==> config.mk <==
export PLATFORM = sky130hd
export DESIGN_NAME = pixel_write_buffer
export DESIGN_NICKNAME = d
export VERILOG_FILES = /design/src/rtl/pixel_write_buffer.sv
export SDC_FILE = /design/constraint.sdc
export NUM_CORES = 1
export LEC_CHECK = 0
export ABC_AREA = 1
export BUFFER_PORTS_ARGS = -buffer_cell sky130_fd_sc_hd__buf_2
export CAP_MARGIN = 5
export CORE_MARGIN = 4
export CORE_UTILIZATION = 34
export DETAILED_ROUTE_END_ITERATION = 7
export SLEW_MARGIN = 20
export SYNTH_ARGS = -nofsm -noshare
export SYNTH_HDL_FRONTEND = slang
export SYNTH_SLANG_ARGS = --single-unit
==> constraint.sdc <==
create_clock -name clock -period 3.2 [get_ports clock]
set_input_delay 0.8 -clock clock [delete_from_list [all_inputs] [get_ports clock]]
set_output_delay 0.8 -clock clock [all_outputs]
set_load 0.03 [all_outputs]
==> src/rtl/pixel_write_buffer.sv <==
// Buffers pixel writes from the drawing FSMs and drains them into the framebuffer
// write port whenever the display side grants access.
module pixel_write_buffer #(
    parameter int unsigned DEPTH = 16,
    parameter int unsigned H_RES = 320,
    parameter int unsigned V_RES = 240
) (
    input  logic                      clock,
    input  logic                      reset,
    input  logic                      draw_en,
    input  logic [8:0]                x,
    input  logic [7:0]                y,
    input  logic [2:0]                color,
    input  logic                      wr_allow,
    input  logic                      clear_flags,
    output logic                      fb_we,
    output logic [16:0]               fb_addr,
    output logic [2:0]                fb_data,
    output logic [$clog2(DEPTH):0]    level,
    output logic                      full,
    output logic                      empty,
    output logic                      overflow,
    output logic                      range_err
);

    localparam int unsigned AW = $clog2(DEPTH);
    localparam int unsigned LW = AW + 1;

    logic [19:0]   mem_q [DEPTH];
    logic [AW-1:0] wr_ptr_q, wr_ptr_d;
    logic [AW-1:0] rd_ptr_q, rd_ptr_d;
    logic [LW-1:0] level_q, level_d;
    logic          overflow_q, overflow_d;
    logic          range_err_q, range_err_d;
    logic          fb_we_q;
    logic [16:0]   fb_addr_q;
    logic [2:0]    fb_data_q;

    logic          in_range;
    logic          push;
    logic          pop;
    logic [16:0]   addr;
    logic [19:0]   head;

    assign in_range = (32'(x) < H_RES) && (32'(y) < V_RES);
    // 17-bit product so the bottom-right pixel address is not truncated
    assign addr     = 17'(y) * 17'(H_RES) + 17'(x);
    assign empty    = (level_q == '0);
    assign full     = (level_q == LW'(DEPTH));
    assign pop      = !empty && wr_allow;
    assign push     = draw_en && in_range && (!full || pop);
    assign head     = mem_q[rd_ptr_q];

    always_comb begin
        wr_ptr_d    = wr_ptr_q;
        rd_ptr_d    = rd_ptr_q;
        level_d     = level_q;
        overflow_d  = overflow_q && !clear_flags;
        range_err_d = range_err_q && !clear_flags;

        if (push) begin
            wr_ptr_d = wr_ptr_q + AW'(1);
        end
        if (pop) begin
            rd_ptr_d = rd_ptr_q + AW'(1);
        end
        if (push && !pop) begin
            level_d = level_q + LW'(1);
        end else if (pop && !push) begin
            level_d = level_q - LW'(1);
        end

        // A fresh error in the clearing cycle keeps the flag set
        if (draw_en && !in_range) begin
            range_err_d = 1'b1;
        end
        if (draw_en && in_range && full && !pop) begin
            overflow_d = 1'b1;
        end
    end

    always_ff @(posedge clock or posedge reset) begin
        if (reset) begin
            wr_ptr_q    <= '0;
            rd_ptr_q    <= '0;
            level_q     <= '0;
            overflow_q  <= 1'b0;
            range_err_q <= 1'b0;
            fb_we_q     <= 1'b0;
            fb_addr_q   <= '0;
            fb_data_q   <= '0;
        end else begin
            wr_ptr_q    <= wr_ptr_d;
            rd_ptr_q    <= rd_ptr_d;
            level_q     <= level_d;
            overflow_q  <= overflow_d;
            range_err_q <= range_err_d;
            fb_we_q     <= pop;
            if (pop) begin
                fb_addr_q <= head[19:3];
                fb_data_q <= head[2:0];
            end
        end
    end

    // Storage needs no reset; occupancy is tracked by the pointers and level
    always_ff @(posedge clock) begin
        if (push) begin
            mem_q[wr_ptr_q] <= {addr, color};
        end
    end

    assign fb_we     = fb_we_q;
    assign fb_addr   = fb_addr_q;
    assign fb_data   = fb_data_q;
    assign level     = level_q;
    assign overflow  = overflow_q;
    assign range_err = range_err_q;

endmodule

# --- Word-level counts from Yosys, hierarchy flattened ---
# Memory sizes are Yosys's and may differ from the RTL's. A register that Yosys moved wholly into a read port is not among the register bits.
# Cells that the tools add are included.
op_classes:
  n_mux: 6
  n_eq_ne: 1
  n_addsub: 5
  reduce_logical: 20
  multipliers: 1
  magnitude_cmp: 2
ops:
  columns: ["operator", "count"]
  rows:
  - ["17-bit by 9-bit adder with 17-bit output", 1]
  - ["1-bit logical AND", 11]
  - ["8-bit by 3-bit multiplier with 11-bit output, second input constant", 1]
  - ["5-bit 2-to-1 mux", 2]
  - ["9-bit less-than comparator, second input constant", 1]
  - ["4-bit by 1-bit adder with 4-bit output, second input constant", 2]
  - ["8-bit less-than comparator, second input constant", 1]
  - ["1-bit zero test", 6]
  - ["5-bit by 1-bit adder with 5-bit output, second input constant", 1]
  - ["5-bit == test, second input constant", 1]
  - ["5-bit zero test", 1]
  - ["5-bit by 1-bit subtractor with 5-bit output, second input constant", 1]
  - ["1-bit 2-to-1 mux", 4]
  - ["2-bit nonzero test", 1]
  - ["1-bit logical OR", 1]
word_totals:
  output_inout_bits: 30
  regBits: 16
  memories: 1
  ram_bits: 320
mem_list:
  columns: ["name", "words", "width", "read_ports", "rd_ports_with_merged_regs", "write_ports", "line", "rtl"]
  rows:
  - ["mem_q", 16, 20, 1, 1, 1, "29", "logic [19:0] mem_q [DEPTH];"]

# --- Logic depth before layout (Yosys ltp) ---
depth:
  word_depth: 9
  depth_mapped: 14

# --- Least setup slack after synthesis ---
# Ideal clock, no wire load.
synth_path:
  path_type: "input -> register"
  from: "in x[7]"
  to: "mem mem_q[10][0], enable pin"
  path_stages: 6
  path_slack_ps: -78
  required_ps: 2778
  arrival_time_ps: 2856
  cell_sequence: "o21ai_0 > o21ai_0 > inv_1 > nand3_2 > buf_2 > nor3_1"
synth_via:
  elab_chain_len: 6
synth_rtl:
  columns: ["item", "line", "rtl"]
  rows:
  - ["start, declared", "11", "input logic [8:0] x,"]
  - ["9-bit less-than comparator", "45", "assign in_range = (32'(x) < H_RES) && (32'(y) < V_RES);"]
  - ["1-bit logical AND", "45", null]
  - ["1-bit logical AND (2 in series)", "51", "assign push = draw_en && in_range && (!full || pop);"]
  - ["1-bit 2-to-1 mux", "108", "if (push) begin"]
  - ["1-bit 2-to-1 mux (implied by the code)", "109", "mem_q[wr_ptr_q] <= {addr, color};"]
  - ["end, declared", "29", null]
# Every way passes these cells.

# --- Worst setup path after layout ---
layout_path:
  from: "in y[1]"
  to: "mem mem_q[5][17] (data pin)"
layout_via:
  elab_chain_len: 2
layout_rtl:
  columns: ["item", "line", "rtl"]
  rows:
  - ["start, declared", "12", "input logic [7:0] y,"]
  - ["8-bit by 3-bit multiplier with 11-bit output", "47", "assign addr = 17'(y) * 17'(H_RES) + 17'(x);"]
  - ["17-bit by 9-bit adder with 17-bit output", "47", null]
  - ["via addr[14]", "42", "logic [16:0] addr;"]
# The timed path passes the listed nets, and every way through them passes these cells.

==> run summary <==
Worst Clk Skew - 0.0109 ns
Via count - 10,200
CTS Buf Count - 38
Status - complete, no violations
Die Footprint - 0.0482 mm^2
Drt wl/cell - 17.7 um
Grt ovf - 0
Hold_buf cts - 0
Power density cells - 887 mW/mm^2
Vias per std cell - 4.83
Synth unique cells - 29
Area grow syn2layout - 16.7%
Worst Setup End Kind - flop
# DRC - 0
Seq/Total Area, Yosys - 69.1%
Post-CTS sizing - 0
Share of cells above drive strength 1 - 13.2%
Yosys top cell area share - 63.1%
Maximum clock insertion buffer count - 3
Non-filler cells, final - 2,102
# diodes - 0
Pint - 9.97 mW
Core area - 0.0442 mm^2
FP Rows - 77
Routed Antenna Nets - 0
CTS tree - done
Slew headroom - 35.3%
Tmin final - 2.84 ns
WS Path Type - input pin to flop
IO Port Bufs - 54
Final Wtd Congestion - 0.804
Comb pwr share - 33.9%
Worst skew pair latency - 0.53 ns
Vias in the first global route - 9,825
Initial antenna violation count - 1
Clock power share - 28.4%
All-Layer GR Usage - 15.4%
Synth Area in Simple Gates - 20.5%
Post-synthesis xor/xnor area fraction - 0.863%
Max VDD drop - 0.00159 V
RSZ-0062 raised after global routing - no
Worst-path clk slew - 0.06 ns
Static leakage - 6.96 nW
First-pass GRT wire length - 57,300 um
Initial core utilization - 34.4%
Drt first pass iters - 5
Leading area contributor after synthesis - edfxtp_1
Final setup viols - 0
Mux share of post-synthesis cell area - 0%
Final period utilization - 88.7%
Sequential Power Share - 37.6%
Number of hold violations in the final report - 0
Root Buffer - clkbuf_16
Post-synth net total - 1,444
Total Neg Setup Slack - 0 ns
Post-CTS Setup Bufs - 0
Area post-placement - 0.0165 mm^2
Largest net degree at the start of global routing - 163
Hold Crit Class - input pin to asynchronous set/reset pin
Top Ports - 55
Critical Path RT - 3.44 ns
Initial drt markers - 869
DRT Wirelength - 37,300 um
Switching power total - 5.79 mW
Synth Register Bits - 356
Max cap viols - 0
Max Fanout on Critical Path - 16
Nets - 1,534
Final Instance Area - 0.0178 mm^2
Worst path arrival time - 3.08 ns
Main combinational cell family by area after synthesis - simple AND/OR/NAND/NOR gates
Die Span Y - 220 um
Cell total after placement - 2,034
Ys Warns - 0
Max Fclk - 352 MHz
Syn Std Cell Area - 0.0152 mm^2
Avg Inst Size Synth - 10.9 um^2
Largest cells by area after synthesis - edfxtp_1, nand2_1, dfrtp_1, nand3_1, nor2_1
Worst setup SP type - input pin
Final Max Tran Viols - 0
Synth Area in Adders - 2.37%
CTS sink count - 356
Worst hold slack - 0.470 ns
Max H-tree Level - 2
Syn Inst Count - 1,392
Die W - 220 um
Detail Placement HPWL - 21,800 um
Sw frac - 36.7%
Complex-gate fraction of the synthesized area - 3.41%
Worst slew pin tran - 0.967 ns
## metrics by stage
stage,power [mW],util [%],worst slack [ns]
after detailed placement,11.4,37.2,-0.523
after floorplan,9.74,-,-0.0784
after global routing,16.7,40.2,0.139
after CTS,15.9,40.1,0.0660
after global placement,11.3,37.2,-0.497
final,15.8,40.2,0.362
## cell usage after synthesis
master,number
clkinv_1,1
a21oi_1,7
fa_1,3
nand2_2,1
nand2_1,451
buf_6,10
dfrtp_1,36
buf_4,1
buf_8,1
buf_12,1
inv_4,1
ha_1,24
o22ai_1,1
xor2_1,12
xnor2_1,3
nand3b_1,2
o21ai_1,8
nor2_1,170
edfxtp_1,320
nand4_1,2
clkbuf_1,20
buf_1,6
nand3_1,133
o21bai_1,1
o21ai_0,86
buf_2,32
nor3_1,15
inv_1,43
nand3_2,1
## critical path, cell delays in order
cell,delay (ns)
buf_2,0.12
ha_1,0.29
ha_1,0.22
fa_1,0.51
nand2_1,0.07
nor3_1,0.29
nand3_1,0.20
xor2_2,0.57
## final timing paths
check	start	to	depth (start not counted)	slack (ns)
setup / recovery	y[1]	mem_q[5][17]	8	0.36
hold / removal	reset	range_err	2	0.47
setup reg to reg	level[0]	level[4]	14	0.82
hold reg to reg	fb_data[1]	fb_data[1]	2	0.47
max in group asynchronous	reset	rd_ptr_q[0]	2	2.06
min in group clock	clear_flags	overflow	2	0.47
## registers in the layout, indices dropped and copies added (netlist names)
name	count
overflow	1
mem_q	320
range_err	1
fb_we	1
fb_data	3
level	5
rd_ptr_q	4
wr_ptr_q	4
fb_addr	17
## cell families after synthesis
family / after synthesis
and+or+nand+nor: 775
DFF: 356
buffers and inverters: 116
AOI/OAI and AO/OA: 103
adders and majority gates: 27
xor gates and xnor gates: 15
## routing by layer
layer	global-route usage [%]	vias up	part of all wire [%]	routed length [um]
met5	0	-	0.035	13
met4	3.22	2	1.5	568
met3	2.69	52	5.7	2130
met2	25.1	280	48	17700
met1	21.9	4923	45	16900
li1	-	4901	-	-
## cell type report
type / count / area [um^2]
fillers: 4172 / 26500
flip-flops and latches: 356 / 10500
multi-input cells: 920 / 4220
clock buffers: 48 / 1050
repair buffers: 121 / 836
well taps: 592 / 741
clock inverters: 20 / 225
inverters: 45 / 171
## cell usage in the layout, fill, tap and decap left out, drive strengths merged
| cell | netlist | routed |
|---|---|---|
| nand2 | 452 | 452 |
| edfxtp | 320 | 320 |
| nor2 | 170 | 170 |
| nand3 | 134 | 134 |
| buf | 51 | 121 |
| o21ai | 94 | 94 |
| clkbuf | 20 | 48 |
| inv | 44 | 44 |
| dfrtp | 36 | 36 |
| ha | 24 | 24 |
| nor3 | 15 | 15 |
| clkinv | 1 | 15 |
| xor2 | 12 | 12 |
| a21oi | 7 | 7 |
| bufinv | 0 | 5 |
| xnor2 | 3 | 3 |
| fa | 3 | 3 |
| nand4 | 2 | 2 |
| nand3b | 2 | 2 |
| o21bai | 1 | 1 |
| o22ai | 1 | 1 |
| clkinvlp | 0 | 1 |
## power groups by stage
stage	clock, mW	sequential (mW)	combinational (mW)
floorplan	0	6.23	3.52
global placement	0	6.03	5.30
detailed placement	0	6.03	5.36
CTS	4.57	5.94	5.39
global route	4.77	5.98	6.00
finish	4.48	5.93	5.35
Note: power is estimated with default switching activity, not from simulation.
